$ cat src/rtl/uart_tx_fifo.sv
// Transmit byte buffer between the bus write decode and the UART transmitter.
// Bytes are queued at bus rate and handed to the UART one at a time via a write-strobe / busy handshake.
module uart_tx_fifo #(
    parameter int DEPTH      = 16,
    parameter int START_WAIT = 4,
    localparam int ADDR_W    = $clog2(DEPTH)
) (
    input  logic              clk,
    input  logic              reset_i,
    input  logic              push_i,
    input  logic [7:0]        push_data_i,
    input  logic              clear_ovf_i,
    input  logic              uart_busy_i,
    output logic              uart_wr_o,
    output logic [7:0]        uart_tx_data_o,
    output logic              empty_o,
    output logic              full_o,
    output logic [ADDR_W:0]   level_o,
    output logic              overflow_o
);

    localparam int TW = (START_WAIT > 1) ? $clog2(START_WAIT) : 1;
    localparam logic [ADDR_W:0] FULL_LVL   = (ADDR_W+1)'(DEPTH);
    localparam logic [ADDR_W:0] ZERO_LVL   = (ADDR_W+1)'(0);
    localparam logic [TW-1:0]   TIMER_LAST = TW'(START_WAIT - 1);

    typedef enum logic [1:0] {
        IDLE  = 2'd0,
        START = 2'd1,
        DONE  = 2'd2
    } state_t;

    logic [7:0]        mem_r [DEPTH];
    logic [ADDR_W-1:0] wr_ptr_r;
    logic [ADDR_W-1:0] rd_ptr_r;
    logic [ADDR_W:0]   count_r;
    logic [ADDR_W:0]   count_s;
    state_t            state_r;
    state_t            state_s;
    logic [TW-1:0]     timer_r;
    logic [TW-1:0]     timer_s;
    logic              wr_r;
    logic [7:0]        tx_data_r;
    logic              ovf_r;
    logic              full_s;
    logic              empty_s;
    logic              push_ok_s;
    logic              drop_s;
    logic              pop_s;

    assign full_s    = (count_r == FULL_LVL);
    assign empty_s   = (count_r == ZERO_LVL);
    assign push_ok_s = push_i & ~full_s;
    assign drop_s    = push_i & full_s;

    // Drain FSM next state: the START timer bounds the wait for busy so a silent UART cannot stall the queue.
    always_comb begin
        state_s = state_r;
        timer_s = timer_r;
        pop_s   = 1'b0;
        case (state_r)
            IDLE: begin
                if (!empty_s && !uart_busy_i) begin
                    pop_s   = 1'b1;
                    timer_s = {TW{1'b0}};
                    state_s = START;
                end else begin
                    state_s = IDLE;
                end
            end
            START: begin
                if (uart_busy_i) begin
                    state_s = DONE;
                end else if (timer_r == TIMER_LAST) begin
                    state_s = IDLE;
                end else begin
                    timer_s = timer_r + TW'(1'b1);
                end
            end
            DONE: begin
                if (!uart_busy_i) begin
                    state_s = IDLE;
                end else begin
                    state_s = DONE;
                end
            end
            default: begin
                state_s = IDLE;
            end
        endcase
    end

    // Occupancy update; a push and a pop in the same cycle leave the count unchanged.
    always_comb begin
        count_s = count_r;
        case ({push_ok_s, pop_s})
            2'b10:   count_s = count_r + (ADDR_W+1)'(1'b1);
            2'b01:   count_s = count_r - (ADDR_W+1)'(1'b1);
            default: count_s = count_r;
        endcase
    end

    // FSM state and start timer registers.
    always_ff @(posedge clk) begin
        if (reset_i) begin
            state_r <= IDLE;
            timer_r <= {TW{1'b0}};
        end else begin
            state_r <= state_s;
            timer_r <= timer_s;
        end
    end

    // Pointers, count and the registered UART-facing outputs.
    always_ff @(posedge clk) begin
        if (reset_i) begin
            wr_ptr_r  <= {ADDR_W{1'b0}};
            rd_ptr_r  <= {ADDR_W{1'b0}};
            count_r   <= ZERO_LVL;
            wr_r      <= 1'b0;
            tx_data_r <= 8'h00;
        end else begin
            count_r <= count_s;
            wr_r    <= pop_s;
            if (push_ok_s) begin
                wr_ptr_r <= wr_ptr_r + ADDR_W'(1'b1);
            end
            if (pop_s) begin
                rd_ptr_r  <= rd_ptr_r + ADDR_W'(1'b1);
                tx_data_r <= mem_r[rd_ptr_r];
            end
        end
    end

    // Sticky overflow: a dropped push beats a simultaneous clear.
    always_ff @(posedge clk) begin
        if (reset_i) begin
            ovf_r <= 1'b0;
        end else if (drop_s) begin
            ovf_r <= 1'b1;
        end else if (clear_ovf_i) begin
            ovf_r <= 1'b0;
        end
    end

    // Byte storage; contents need no reset since count gates every read.
    always_ff @(posedge clk) begin
        if (push_ok_s && !reset_i) begin
            mem_r[wr_ptr_r] <= push_data_i;
        end
    end

    assign uart_wr_o      = wr_r;
    assign uart_tx_data_o = tx_data_r;
    assign empty_o        = empty_s;
    assign full_o         = full_s;
    assign level_o        = count_r;
    assign overflow_o     = ovf_r;

endmodule

$ cat config.mk
export PLATFORM = sky130hd
export DESIGN_NAME = uart_tx_fifo
export DESIGN_NICKNAME = d
export VERILOG_FILES = /design/src/rtl/uart_tx_fifo.sv
export SDC_FILE = /design/constraint.sdc
export NUM_CORES = 1
export LEC_CHECK = 0
export CORE_MARGIN = 2
export CORE_UTILIZATION = 30
export CTS_CLUSTER_SIZE = 30
export DETAILED_ROUTE_END_ITERATION = 10
export SETUP_SLACK_MARGIN = 0.2
export SLEW_MARGIN = 20
export SYNTH_ARGS = -nofsm -noshare
export SYNTH_HDL_FRONTEND = slang
export SYNTH_SLANG_ARGS = --single-unit
$ cat constraint.sdc
create_clock -name clk -period 2.5 [get_ports clk]
set_clock_uncertainty 0.05 [all_clocks]
set_input_delay 0.375 -clock clk [delete_from_list [all_inputs] [get_ports clk]]
set_output_delay 0.375 -clock clk [all_outputs]
set_load 0.005 [all_outputs]
Word-level counts from Yosys, hierarchy flattened
Memory sizes are Yosys's and may differ from the RTL's. A register that Yosys moved wholly into a read port is not among the register bits.
Cells that the tools add are included.

word-level totals
  register bits after elaboration = 19
  memory bits (writable) = 128
  bits of input ports = 13
  output and inout bits = 17
  word-level logic and storage cells = 53
  memories = 1

operators by class
  add/sub/neg operators = 5
  eq/ne operators = 10
  muxes and demuxes = 16
  bitwise gates (word level) = 3
  reduce and logical (&&, ||, !) cells = 11

memory list
  memory  depth  width  read ports  clocked after memory_dff  wr ports  RTL line  RTL
  mem_r   16     8      1           1                         1         33        logic [7:0] mem_r [DEPTH];

operator list
  cell                                                 number
  two-way mux 2 bit                                    6
  case mux 5 bit (2 select lines)                      1
  adder 4 x 1 -> 4 bit, second input constant          2
  two-way mux 1 bit                                    7
  equality test 2 bit, second input constant           3
  inequality test 2 bit, second input constant         3
  case mux 2 bit (3 select lines)                      1
  nonzero test 2 bit                                   3
  adder 5 x 1 -> 5 bit, second input constant          1
  equality test 5 bit, second input constant           1
  logical NOT 5 bit                                    1
  subtractor 5 x 1 -> 5 bit, second input constant     1
  equality test 2 x 1 -> 1 bit, second input constant  2
  case mux 2 bit (2 select lines)                      1
  AND reduction 4 bit                                  1
  logical NOT 1 bit                                    3
  inequality test 3 bit, second input constant         1
  adder 2 x 1 -> 2 bit, second input constant          1
  bitwise AND 1 bit                                    2
  logical AND 1 bit                                    2
  logical NOT 2 bit                                    1
  NOT 1 bit                                            1

Depth between registers and ports, before layout
Gate-level depths: netlist (run 1).

  word-level depth = 7
  depth in mapped cells = 12
  mapped depth without buffers = 11

Worst setup path after synthesis (run 1)
No wires, ideal clock.

  path kind = register to register
  start = register state_r[0]
  end = register count_r[4], in the netlist level_o[4]
  setup time = 62 ps
  data arrival time = 2714 ps
  setup slack = -326 ps
  cell stages (with the launch flop) = 12
  buffers on the path = 1
  clock period less this slack = 2826 ps
  cells stage by stage = dfxtp_1 -> inv_1 -> ha_1 -> nor2b_1 -> a21boi_0 -> clkbuf_1 -> ha_1 -> ha_1 -> or4b_2 -> a21oi_1 -> a31oi_1 -> nand3_1

on the way
  longest elaborated chain between the ends = 4
  elaborated cells between the ends (all ways) = 6
  classes of those cells = eq/ne: 2; mux: 2; reduce/logical: 2

RTL lines
  what                                                                   RTL line  RTL
  from (decl)                                                            38        state_t state_r;
  from (signal assigned)                                                 109       state_r <= state_s;
  logical NOT 2 bit *                                                    61        case (state_r)
  two-way mux 1 bit *                                                    61
  net pop_s                                                              49        logic pop_s;
  equality test 2 x 1 -> 1 bit or equality test 2 bit (tied branches)    96        case ({push_ok_s, pop_s})
  case mux 5 bit (2 select lines) or nonzero test 2 bit (tied branches)  --
  to (signal assigned)                                                   123       count_r <= count_s;
  to (decl)                                                              36        logic [ADDR_W:0] count_r;

Mark *: on every way through the listed nets, which the timed path passes. The rest lies on a longest branch.
A chain may end at the register's enable or synchronous reset.

Worst setup path after layout (run 1)
  start = register count_r[2], in the netlist level_o[2]
  end = register count_r[4], in the netlist level_o[4]

on the way
  longest elaborated chain between the ends = 7
  elaborated cells between the ends (all ways) = 14
  classes of those cells = add/sub: 2; eq/ne: 3; mux: 3; bitwise: 2; reduce/logical: 4

RTL lines
  what                                                                   RTL line  RTL
  logical NOT 5 bit                                                      52        assign empty_s = (count_r == ZERO_LVL);
  logical NOT 1 bit                                                      63        if (!empty_s && !uart_busy_i) begin
  logical AND 1 bit                                                      63
  two-way mux 1 bit                                                      63
  two-way mux 1 bit                                                      61
  equality test 2 x 1 -> 1 bit or equality test 2 bit (tied branches)    96
  case mux 5 bit (2 select lines) or nonzero test 2 bit (tied branches)  --

Parallel ways exist; a longest one is shown, timed or not.

==> results of run 1 <==
-- layout by cell type (no fill, tap or decap), drive strengths merged, types with 8 or more instances in the layout --
cell type | netlist | final
a21oi | 8 | 8
buf | 16 | 40
clkbuf | 9 | 19
clkdlybuf4s50 | 0 | 27
dfxtp | 27 | 27
edfxtp | 128 | 128
ha | 13 | 13
inv | 9 | 13
mux2i | 63 | 63
nand2 | 9 | 9
nor2 | 45 | 45
nor4 | 8 | 8
o22ai | 30 | 30
-- repair_timing --
| item | CTS | global route |
|---|---|---|
| pin swaps | 2 | 9 |
| resized for setup | 6 | 14 |
| setup endpoints to repair | 5 | 4 |
| buffers inserted | 5 | 3 |
-- flip-flops by register name (all words and copies together), names as in the netlist --
| name | cells |
|---|---|
| mem_r | 128 |
| timer_r | 2 |
| rd_ptr_r | 4 |
| overflow_o | 1 |
| uart_tx_data_o | 8 |
| uart_wr_o | 1 |
| state_r | 2 |
| level_o | 5 |
| wr_ptr_r | 4 |
-- metal layers --
layer	global-route usage	vias to the layer above	share of wire
met2	0.2041	100	0.46
li1	-	1808	-
met4	0.05472	0	0.018
met3	0.03515	12	0.060
met1	0.1755	1956	0.46
met5	0	-	0
-- worst max-delay path, cell delays in order, from the launching register on --
cell      delay (ns)
dfxtp_2         0.33
nor4_4          0.31
buf_4           0.18
a21boi_4        0.06
ha_4            0.18
xor2_2          0.17
ha_2            0.21
a211o_1         0.29
a21oi_2         0.17
a211o_1         0.12
nand3_1         0.07
-- per-stage QoR --
stage / area, um2 / setup WS [ns]
finish: 7909 / 0.2386
global route: 7909 / 0.1190
CTS: 7859 / 0.1086
detailed placement: 7259 / -0.07826
global placement: 7259 / 0.03839
floorplan: 6507 / 0.1895
-- report_power, final --
part | internal (W) | switching [W]
combinational | 0.000932 | 0.000964
clock | 0.00137 | 0.00101
sequential | 0.00297 | 0.000161
total | 0.00528 | 0.00214
-- logic make-up after synthesis --
family	after synthesis	synth area share
fa+ha+maj	13	0.02537
buf+inv	34	0.02478
compound gates	68	0.07317
mux	65	0.1054
xor+xnor	9	0.01229
flops	155	0.6837
simple gates	94	0.07532
-- cell type report --
class / count / area [um2]
Multi-Input combinational cell: 249 / 1974
Clock buffer: 18 / 429.2
Tap cell: 275 / 344.1
Sequential cell: 155 / 4399
Timing Repair Buffer: 69 / 609.3
Fill cell: 1967 / 13110
Inverter: 9 / 33.78
Clock inverter: 13 / 118.9
-- final timing paths --
kind | cells past startpoint | start | slack (ns) | end
setup reg to reg | 10 | level_o[2] | 0.24 | level_o[4]
hold / removal | 2 | timer_r[1] | 0.44 | timer_r[1]
hold reg to reg | 2 | timer_r[1] | 0.44 | timer_r[1]
setup / recovery | 10 | level_o[2] | 0.24 | level_o[4]
==> results.yml, run 1 <==
status:
  status: "completed"
sta:
  min_period_over_period: 0.9045
  fin_hold_ws_ns: 0.4408
  slew_headroom: 0.4865
  setup_tns_ns: 0
  min_period_ns: 2.261
  slew_viol_final: 0
  setup_viol: 0
  tightest_slew_ns: 0.7675
  rsz0062_at_grt: "yes"
  finalHoldViolations: 0
  fmaxAchievable_ghz: 0.4422
clock_tree:
  clk_path_buf_depth: 2
  numCtsBuffers: 17
  clk_pin_slew_ns: 0.06
  cts_hold_buf: 0
  cts_max_level: 4
  cts.sink_count: 155
  cts_tree: "done"
  clock_latency_ns: 0.42
  cts_root_buf: "clkbuf_16"
power:
  p_total_w: 0.007415
  power_density_mw_per_mm2: 937.6
  p_leak_nw: 2.548
  peakVddDrop_v: 0.0004623
synthesis:
  synth_area_leaders: "edfxtp_1, mux2i_1, dfxtp_1"
  yosysWarnings: 0
  netlist_area_mm2: 0.006412
  syn_area_per_cell_um2: 14.64
  synth_ff_type: "edfxtp_1"
  synth_top_cell_by_area: "edfxtp_1"
  synth_nets: 464
  synth_edf_count: 128
  synthArstFlopShare: 0
  yosysSeqAreaShare: 0.6837
  synth_top_area_frac: 0.5994
  syn_inst: 438
  synth_most_common_cell: "edfxtp_1"
  synth_cell_types: 47
  synthTopCellsByCount: "edfxtp_1, mux2i_1, nor2_1"
  yosys_register_bits: 155
setup_path:
  worstPathMaxFanout: 4
  cp.required_ns: 2.75
  arrival_ns: 2.51
  crit_type: "reg -> reg"
  start_kind: "register"
  endpoint_kind: "register"
drt:
  routed_via_density: 4.919
  firstDrtPassIters: 4
  wl_um: 14070
  drtIter0Drc: 298
  vias: 3876
  drc_errors: 0
  ant_nets: 0
  wl_per_cell_um: 17.86
place:
  gp_congestion: 0.8067
  port_buffers: 29
  dp.cells: 749
  dp_hpwl_um: 9449
global_route:
  grt_max_degree: 34
  antenna_found_initial: 0
  grt_usage: 0.1318
  grt_pass1_wl_um: 21780
  grt_pass1_vias: 3947
  grt-ovfl-total: 0
layout:
  syn_to_final_growth_pct: 23.34
  utilization: 0.3762
  antenna_cells: 0
  stdcell_count: 788
  final_layout_size_suffix_gt1_frac: 0.1949
  nets: 527
floorplan:
  ioPinCount: 30
  dieArea_mm2: 0.02256
  start_util: 0.3050
  die_h_um: 150.2
  die_x_um: 150.2
  rows: 53
  core_area_mm2: 0.02102
job:
  max_cap_viol_count: 0
min_path:
  hold_class: "reg -> reg"
Note: power is estimated with default switching activity, not from simulation.
==> inputs of run 2 (changes only) <==
- CTS_CLUSTER_DIAMETER: unset -> 150
- SLEW_MARGIN: 20 -> unset
==> results of run 2 <==
Final layout, timing and power as in run 1 (identical DEF).
==> inputs of run 3 (changes only) <==
- CAP_MARGIN: unset -> 20
- DONT_BUFFER_PORTS: unset -> 1
==> results.yml, run 3 (synthesis gave the netlist of run 1 again) <==
place:
  placed_area_mm2: 0.006797
  dp_hpwl_um: 9093
  port_buffers: 0
  gp_congestion: 0.8506
setup_path:
  critical-path-top-delay-family: "adder cells"
  arrival_ns: 2.54
  crit_buf_inv: 1
  crit_slowest_cell: "dfxtp_4"
  cp.required_ns: 2.80
  crit_chain: "inv_4 -> ha_4 -> nor2b_4 -> a21boi_4 -> ha_4 -> xor2_1 -> ha_2 -> a21oi_2 -> xnor2_1 -> or3_1 -> a21oi_2"
  worstPathMaxFanout: 6
  start_kind: "register"
  cpPeakStageDelay_ns: 0.36
  crit_type: "reg -> reg"
  endpoint_kind: "register"
global_route:
  grt-ovfl-total: 0
  grt_usage: 0.1254
  antenna_found_initial: 1
  grt_pass1_vias: 3676
  grt_max_degree: 28
  grt_pass1_wl_um: 20700
floorplan:
  dieArea_mm2: 0.02256
  core_area_mm2: 0.02102
  start_util: 0.3050
  die_x_um: 150.2
  ioPinCount: 30
  die_h_um: 150.2
  rows: 53
layout:
  syn_to_final_growth_pct: 18.52
  final_cell_mix: "edfxtp_1, mux2i_1, nor2_1"
  largest_register: "mem_r"
  nets: 486
  final_layout_size_suffix_gt1_frac: 0.1712
  layout_commonest_cell: "edfxtp_1"
  utilization: 0.3615
  postLayoutCellArea_mm2: 0.007600
  largest_reg_flops: 128
sta:
  tightest_slew_ns: 0.9401
  rsz0062_at_grt: "yes"
  fmaxAchievable_ghz: 0.4457
  setup_viol: 0
  min_period_over_period: 0.8974
  setup_tns_ns: 0
  min_period_ns: 2.243
  finalHoldViolations: 0
  slew_viol_final: 0
  slew_headroom: 0.3712
min_path:
  hold_class: "in -> reg"
status:
  status: "completed"
power:
  power_density_mw_per_mm2: 946.6
  peakVddDrop_v: 0.0004901
  clkPwrFrac: 0.346
  p_int_w: 0.005057
  combPwrFrac: 0.218
  p_leak_nw: 2.389
  switching_share: 0.2971
  switchingPower_w: 0.002137
  p_seq_frac: 0.436
drt:
  ant_nets: 0
  drtIter0Drc: 244
  firstDrtPassIters: 5
  vias: 3691
  wl_per_cell_um: 18.18
  drc_errors: 0
  routed_via_density: 4.928
  wl_um: 13620
clock_tree:
  cts_tree: "done"
  clk_path_buf_depth: 2
  cts.sink_count: 155
  cts_root_buf: "clkbuf_16"
  cts_max_level: 4
  numCtsBuffers: 17
  clock_latency_ns: 0.42
  clk_pin_slew_ns: 0.07
job:
  max_cap_viol_count: 0
==> run 3: per-layer routing <==
layer	global-route usage	vias up	part of all wire	wire length (um)
li1	-	1727	-	-
met1	0.1598	1830	0.44	6046
met2	0.1936	118	0.46	6272
met3	0.05091	16	0.080	1091
met4	0.04292	0	0.015	205
met5	0	-	0	0
==> run 3: what timing repair did <==
| item | CTS | global route |
|---|---|---|
| resized for setup | 3 | 13 |
| hold buffers | 9 | 0 |
| hold endpoints to repair | 153 | 0 |
| setup buffers | 5 | 5 |
| setup endpoints to repair | 3 | 6 |
| pin swaps | 2 | 7 |
==> run 3: area by class of cell <==
| type | instances | area [um2] |
|---|---|---|
| Fill cell | 1948 | 13420 |
| Sequential cell | 155 | 4395 |
| Multi-Input combinational cell | 249 | 1987 |
| Clock buffer | 17 | 425.4 |
| Tap cell | 275 | 344.1 |
| Timing Repair Buffer | 28 | 257.7 |
| Clock inverter | 15 | 151.4 |
| Inverter | 9 | 36.28 |
| Antenna cell | 1 | 2.502 |
==> run 3: final timing paths <==
kind	startpoint	endpoint	slack, ns	depth (start not counted)
max	state_r[0]	level_o[2]	0.26	11
min	push_i	overflow_o	0.05	2
max reg2reg	state_r[0]	level_o[2]	0.26	11
min reg2reg	timer_r[1]	timer_r[1]	0.43	2
==> run 3: through the flow <==
stage	std cells	total power (W)	setup WS, ns	hold WS (ns)
final	749	0.007194	0.2565	0.04555
after global routing	748	0.007524	0.1487	0.05280
after CTS	743	0.007127	0.2200	0.02702
after detailed placement	697	0.004499	0.07524	0.3959
after global placement	697	0.004449	0.1827	0.3947
after floorplan	438	0.004254	0.1895	0.4033
==> run 3: worst reg2reg max path, delay by kind of cell, from the launching register on <==
family	cells	cell delay [ns]
AOI/OAI and AO/OA	3	0.37
adders and majority gates	3	0.56
xor gates and xnor gates	2	0.30
DFF	1	0.36
buffers and inverters	1	0.05
and+or+nand+nor	2	0.50
==> run 3: power by group through the flow <==
stage,Sequential [W],Combinational [W],Clock (W)
finish,0.00314,0.00156,0.00249
floorplan,0.00312,0.00113,0
global placement,0.00318,0.00127,0
detailed placement,0.00319,0.00131,0
global route,0.00317,0.00171,0.00265
CTS,0.00314,0.00146,0.00253
